`src/rtl/box_drawer.sv`:
```
// box_drawer: rectangle rasteriser for the VGA adapter.
// On start (in IDLE) it latches the origin and effective colour, then emits one
// pixel per clock in raster order (column fastest) over a BOX_W x BOX_H box.
// Pixels falling off the visible screen are still walked but not plotted.
//
// Ports:
//   clk, reset          clock, asynchronous active-high reset
//   start, erase        draw request; erase selects BG_COLOUR as the fill
//   box_x, box_y        box origin (top-left), sampled with start
//   colour              fill colour, sampled with start
//   x, y, colour_out    registered pixel address and colour
//   plot                registered pixel write strobe
//   busy, done          rasterising flag and one-cycle completion pulse
module box_drawer #(
    parameter int unsigned X_W       = 8,
    parameter int unsigned Y_W       = 7,
    parameter int unsigned COLOUR_W  = 3,
    parameter int unsigned BOX_W     = 4,
    parameter int unsigned BOX_H     = 4,
    parameter int unsigned SCREEN_W  = 160,
    parameter int unsigned SCREEN_H  = 120,
    parameter int unsigned BG_COLOUR = 0
) (
    input  logic                clk,
    input  logic                reset,
    input  logic                start,
    input  logic                erase,
    input  logic [X_W-1:0]      box_x,
    input  logic [Y_W-1:0]      box_y,
    input  logic [COLOUR_W-1:0] colour,
    output logic [X_W-1:0]      x,
    output logic [Y_W-1:0]      y,
    output logic [COLOUR_W-1:0] colour_out,
    output logic                plot,
    output logic                busy,
    output logic                done
);

    localparam int unsigned XS_W = X_W + 1;
    localparam int unsigned YS_W = Y_W + 1;

    localparam logic [X_W-1:0]      CX_LAST = X_W'(BOX_W - 1);
    localparam logic [Y_W-1:0]      CY_LAST = Y_W'(BOX_H - 1);
    localparam logic [XS_W-1:0]     X_LIM   = XS_W'(SCREEN_W);
    localparam logic [YS_W-1:0]     Y_LIM   = YS_W'(SCREEN_H);
    localparam logic [COLOUR_W-1:0] BG      = COLOUR_W'(BG_COLOUR);

    typedef enum logic [1:0] {
        S_IDLE,
        S_DRAW,
        S_DONE
    } state_t;

    state_t state, state_nx;

    logic [X_W-1:0]      org_x, org_x_nx;
    logic [Y_W-1:0]      org_y, org_y_nx;
    logic [COLOUR_W-1:0] col_q, col_nx;
    logic [X_W-1:0]      cx, cx_nx;
    logic [Y_W-1:0]      cy, cy_nx;

    logic [X_W-1:0]      x_nx;
    logic [Y_W-1:0]      y_nx;
    logic [COLOUR_W-1:0] colour_out_nx;
    logic                plot_nx, busy_nx, done_nx;

    // Widened sums keep the carry so off-screen pixels are detected, not wrapped.
    logic [XS_W-1:0] x_sum;
    logic [YS_W-1:0] y_sum;
    logic            clipped;

    assign x_sum   = {1'b0, org_x} + {1'b0, cx};
    assign y_sum   = {1'b0, org_y} + {1'b0, cy};
    assign clipped = (x_sum >= X_LIM) || (y_sum >= Y_LIM);

    // State, latched request and output registers.
    always_ff @(posedge clk or posedge reset) begin
        if (reset) begin
            state      <= S_IDLE;
            org_x      <= '0;
            org_y      <= '0;
            col_q      <= '0;
            cx         <= '0;
            cy         <= '0;
            x          <= '0;
            y          <= '0;
            colour_out <= '0;
            plot       <= 1'b0;
            busy       <= 1'b0;
            done       <= 1'b0;
        end else begin
            state      <= state_nx;
            org_x      <= org_x_nx;
            org_y      <= org_y_nx;
            col_q      <= col_nx;
            cx         <= cx_nx;
            cy         <= cy_nx;
            x          <= x_nx;
            y          <= y_nx;
            colour_out <= colour_out_nx;
            plot       <= plot_nx;
            busy       <= busy_nx;
            done       <= done_nx;
        end
    end

    // Next-state and next-output logic.
    always_comb begin
        state_nx      = state;
        org_x_nx      = org_x;
        org_y_nx      = org_y;
        col_nx        = col_q;
        cx_nx         = cx;
        cy_nx         = cy;
        x_nx          = x;
        y_nx          = y;
        colour_out_nx = colour_out;
        plot_nx       = 1'b0;
        busy_nx       = 1'b0;
        done_nx       = 1'b0;

        unique case (state)
            S_IDLE: begin
                if (start) begin
                    org_x_nx = box_x;
                    org_y_nx = box_y;
                    col_nx   = erase ? BG : colour;
                    cx_nx    = '0;
                    cy_nx    = '0;
                    state_nx = S_DRAW;
                end
            end

            S_DRAW: begin
                x_nx          = x_sum[X_W-1:0];
                y_nx          = y_sum[Y_W-1:0];
                colour_out_nx = col_q;
                plot_nx       = !clipped;
                busy_nx       = 1'b1;
                if (cx == CX_LAST) begin
                    cx_nx = '0;
                    if (cy == CY_LAST) begin
                        state_nx = S_DONE;
                    end else begin
                        cy_nx = cy + Y_W'(1);
                    end
                end else begin
                    cx_nx = cx + X_W'(1);
                end
            end

            S_DONE: begin
                done_nx  = 1'b1;
                state_nx = S_IDLE;
            end

            default: begin
                state_nx = S_IDLE;
            end
        endcase
    end

endmodule
```
`config.mk`:
```
export PLATFORM = sky130hd
export DESIGN_NAME = box_drawer
export DESIGN_NICKNAME = d
export VERILOG_FILES = /design/src/rtl/box_drawer.sv
export SDC_FILE = /design/constraint.sdc
export NUM_CORES = 1
export LEC_CHECK = 0
export ABC_AREA = 1
export CAP_MARGIN = 20
export CELL_PAD_IN_SITES_DETAIL_PLACEMENT = 0
export CELL_PAD_IN_SITES_GLOBAL_PLACEMENT = 1
export CORE_MARGIN = 5
export CORE_UTILIZATION = 40
export CTS_BUF_LIST = sky130_fd_sc_hd__clkbuf_8
export CTS_CLUSTER_DIAMETER = 100
export DETAILED_ROUTE_END_ITERATION = 6
export PLACE_DENSITY_LB_ADDON = 0.15
export SLEW_MARGIN = 20
export SYNTH_ARGS = -nofsm -noshare
export SYNTH_HDL_FRONTEND = slang
export SYNTH_SLANG_ARGS = --single-unit
```
`constraint.sdc`:
```
create_clock -name clk -period 2.55 [get_ports clk]
set_input_delay 0.765 -clock clk [delete_from_list [all_inputs] [get_ports clk]]
set_output_delay 0.765 -clock clk [all_outputs]
set_load 0.05 [all_outputs]
```
After elaboration in Yosys (flattened, before gate mapping)

Index checks and enable logic that the tools add are counted.
W data, S select, Z words.

Flip-flop bits (word level): 56
Latch bits: 0
Memory bits (writable): 0
ROM bits: 0
Input port bits: 22
Output and inout port bits: 21
Logic and storage cells: 49
Memories: 0

Add/sub/neg operators: 4
Multiply operators: 0
Divide/modulo/power cells: 0
$lt $le $gt $ge: 2
Equal/unequal tests: 8
Shift-type cells: 0
Multiplexer cells: 15
Bitwise operators: 0
Reductions and logical operators: 8

Operator list:

| cell                  | count |
|---|---|
| $mux W7               | 3 |
| $mux W8               | 2 |
| $pmux W8 S2           | 1 |
| $pmux W7 S2           | 1 |
| $add A8 B8 Y9         | 1 |
| $ge A9 B8 Y1 const B  | 1 |
| $add A7 B7 Y8         | 1 |
| $add A8 B1 Y8 const B | 1 |
| $eq A8 B2 Y1 const B  | 1 |
| $ge A8 B7 Y1 const B  | 1 |
| $ne A2 B2 Y1 const B  | 4 |
| $add A7 B1 Y7 const B | 1 |
| $eq A7 B2 Y1 const B  | 1 |
| $mux W2               | 3 |
| $pmux W2 S2           | 1 |
| $reduce_and A2 Y1     | 2 |
| $reduce_and A4 Y1     | 1 |
| $mux W1               | 3 |
| $mux W3               | 1 |
| $reduce_and A3 Y1     | 1 |
| $eq A2 B1 Y1 const B  | 1 |
| $eq A2 B2 Y1 const B  | 1 |
| $logic_not A2 Y1      | 1 |
| $reduce_bool A2 Y1    | 1 |
| other kinds (2)       | 2 |

Longest topological paths before layout

Depth in word-level cells: 5
Depth in mapped cells: 11
Mapped depth without buffers: 11

Worst setup path before layout

Ideal clock, no wire load.

Path kind: reg2reg
From: register cy[0]
To: register plot
Library setup time: 119 ps
Arrival: 1507 ps
Data required time: 2431 ps
Slack: 924 ps
Stages on the path, launching flop included: 12
Buffers on the path: 0
Clock period less this slack: 1626 ps
Cell sequence: dfrtp_1 ha_1 inv_1 fa_1 inv_1 nand3_1 nand4_1 nand2_1 nor2_1 nand3_1 nand2_1 nor2_1

Longest elaborated chain between the ends: 5

Ends and longest elaborated chain:

| item                   | RTL line | text |
|---|---|---|
| from (decl)            | 60       | `logic [Y_W-1:0] cy, cy_nx;` |
| from (signal assigned) | 97       | `cy <= cy_nx;` |
| $add A7 B7 Y8          | 73       | `assign y_sum = {1'b0, org_y} + {1'b0, cy};` |
| $ge A8 B7 Y1           | 74       | `assign clipped = (x_sum >= X_LIM) \|\| (y_sum >= Y_LIM);` |
| $logic_or A1 B1 Y1     | 74       |  |
| $logic_not A1 Y1       | 138      | `plot_nx = !clipped;` |
| $mux W1                | 122      | `unique case (state)` |
| via plot_nx            | 65       | `logic plot_nx, busy_nx, done_nx;` |
| to (signal assigned)   | 101      | `plot <= plot_nx;` |
| to (decl)              | 34       | `output logic plot,` |

The timed path passes the listed nets, and every way through them passes these cells.
A chain may end at the register's enable or synchronous reset.

Final worst setup path

From: register x[5]
To: output x[5]

RTL lines:

| item                   | RTL line | text |
|---|---|---|
| from (decl)            | 31       | `output logic [X_W-1:0] x,` |
| from (signal assigned) | 98       | `x <= x_nx;` |

No word-level cell between the ends.

==> impl_metrics.csv <==
group,metric,value,unit
outcome,outcome,"finished, final reports clean",
yosys,synth.largest_area_cell,"dfrtp_1",
pwr,peakVddDrop,633,uV
clock_tree,clock_path_buffers,2,
clock_tree,ctsResizeCount,0,
route,drcViolationCount,0,
global_routing,grt_max_degree,57,
timing,hold_viol_final,0,
placed_design,gp_congestion,0.869,
clock_tree,cts_tree,"built",
timing,slew_viol_final,0,
route,drt_wl_total,6.81,mm
route,detail_route.wl_per_cell,12.9,microns
yosys,syn_nets,424,
timing,skew,8.47,ps
global_routing,grt_pass1_vias,2491,
route,via_per_inst,4.77,
die,die-area,0.00947,sq mm
yosys,ys_seq_area_frac,0.460,
global_routing,grt.total_usage,0.151,
die,coreArea,0.00733,sq mm
final_layout,antennaDiodeCount,0,
timing,rsz0062_at_grt,"no",
yosys,synth_seq_cells,56,
yosys,synthTopCellsByCount,"nand2_1, dfrtp_1, inv_1",
clock_tree,path_clk_slew,100,ps
timing,tightest_slew,541,ps
timing,setup_viol,0,
worst_setup_path,crit_family,"buffers and inverters",
yosys,yosys.cell_types.count,31,
timing,period_needed,2260,ps
run,cap_violations,0,
worst_setup_path,critPathArrivalTime,1490,ps
clock_tree,htreeDepth,2,
worst_setup_path,cpPeakStageDelay,810,ps
worst_setup_path,cp_max_fo,2,
worst_setup_path,worstSetupPathType,"register to output pin",
global_routing,grt_pass1_wl,11.8,mm
timing,fmax,0.443,GHz
yosys,ys_warn_count,0,
clock_tree,post-cts-setup-buffer-count,0,
global_routing,antenna_found_initial,0,
yosys,synthTopCellsByArea,"dfrtp_1, nand2_1, ha_1",
pwr,cellPowerDensity,1210,mW/mm^2
clock_tree,insertion_delay,310,ps
final_layout,syn_to_final_growth,21.0,%
worst_setup_path,slowest_stage,"clkdlybuf4s50_1",
clock_tree,cts_sinks,56,
die,fp.dieH,97.3,microns
yosys,synth-edff-count,0,
worst_setup_path,cp_num_buf_inv,1,
route,drt_iter0_markers,77,
die,start_util,0.416,
yosys,synthCells,383,
pwr,power_leakage,1.87,nW
yosys,synth_area_per_cell,7.96,sq um
worst_setup_path,cp.required,1790,ps
worst_setup_path,cp-start-kind,"register",
route,ant_nets,0,
die,pin_count,43,
placed_design,port_buffers,42,
yosys,synthesis.area,0.00305,sq mm
clock_tree,cts_hold_buf,0,
yosys,yosys_most_used_dff,"dfrtp_1",
timing,relSlewSlack,0.638,
clock_tree,cts-buffers-inserted,5,
hold_path,hp-class,"register to register",
route,vias,2521,
yosys,synth_top_area_frac,0.460,
die,num_rows,31,
placed_design,dp_hpwl,4.99,mm
yosys,async_flop_share,1.00,
die,die_w,97.3,microns
timing,min_period_over_period,0.886,
global_routing,grt-ovfl-total,0,
timing,hold_ws,453,ps
final_layout,nets,469,
clock_tree,root_buffer,"clkbuf_8",
timing,fin_setup_tns,0,ps
final_layout,layout-drive-gt1-share,0.0606,
worst_setup_path,cp_cell_sequence,"clkdlybuf4s50_1",
route,first_pass_iters,4,
yosys,post-synth-top-count-cell,"nand2_1",
worst_setup_path,cp-end-kind,"output pin",
## metrics by stage
| stage | instances | power [mW] | setup slack [ps] | instance area [sq um] | utilization |
|---|---|---|---|---|---|
| floorplan | 383 | 3.29 | 414 | 3050 | - |
| global placement | 520 | 4.00 | 570 | 3600 | 0.491 |
| detailed placement | 520 | 4.03 | 557 | 3600 | 0.491 |
| CTS | 528 | 4.54 | 271 | 3690 | 0.503 |
| global route | 528 | 4.88 | 242 | 3690 | 0.503 |
| finish | 528 | 4.46 | 292 | 3690 | 0.503 |
## worst reg2reg max path: stages (launching register included)
cell	delay [ps]
dfrtp_1	480
ha_1	220
inv_1	60
fa_1	380
inv_1	130
nand3_1	90
nand4_1	80
nand2_1	80
nor2_1	100
nand3_1	90
nand2_1	70
nor2_1	40
## final timing paths
check	from	end	slack [ps]	cells after the start
max in group asynchronous	reset	cy[2]	1470	3
min in group asynchronous	reset	y[2]	840	3
worst max-delay path	x[5]	x[5]	290	1
worst min-delay path	state[0]	done	450	1
worst min register to register	state[0]	done	450	1
worst max register to register	cy[0]	plot	650	11
## placed cells by master, fill, tap and decap left out, drive strengths merged, types with 3 or more instances in the layout
cell           synthesis  routed
nor2                  21      21
nand4                  9       9
inv                   46      48
buf                    6       4
clkdlybuf4s50          0      42
ha                    17      17
nand2                140     140
xor2                   7       7
xnor2                  3       3
nand3                 23      23
o21ai                 30      30
a21oi                 10      10
dfrtp                 56      56
clkbuf                 2       6
## routing by layer
metal	vias up	wire, microns	GRT usage
li1	1308	-	-
met1	1173	3200	0.188
met2	31	3340	0.269
met3	9	180	0.0237
met4	0	100	0.0426
met5	-	0	0
## final cells by class
cell class / instances / area [sq um]
Fill cell: 728 / 3640
Clock inverter: 2 / 7.51
Multi-Input combinational cell: 273 / 1440
Clock buffer: 6 / 82.6
Inverter: 46 / 175
Sequential cell: 56 / 1400
Timing Repair Buffer: 46 / 463
Tap cell: 99 / 124
## flip-flops by register name, summed over array words and instances, names as in the netlist
register	flops
x	8
plot	1
cx	8
cy	7
org_x	8
colour_out	3
y	7
busy	1
state	2
done	1
col_q	3
org_y	7
## cell families (layout without fill, tap and decap cells)
family | Yosys count | in the layout | synth area share
AND/OR/NAND/NOR | 199 | 199 | 0.275
flip-flops | 56 | 56 | 0.460
buffers and inverters | 54 | 100 | 0.0694
AO/OA/AOI/OAI | 45 | 45 | 0.0837
adder cells (fa/ha/maj) | 19 | 19 | 0.0829
XOR/XNOR | 10 | 10 | 0.0287
## where the power goes
group,internal (mW),switching [mW]
Sequential,1.24,0.248
Combinational,0.851,1.63
Clock,0.215,0.276
Total,2.31,2.16
Power figures use the tool's default switching activity.
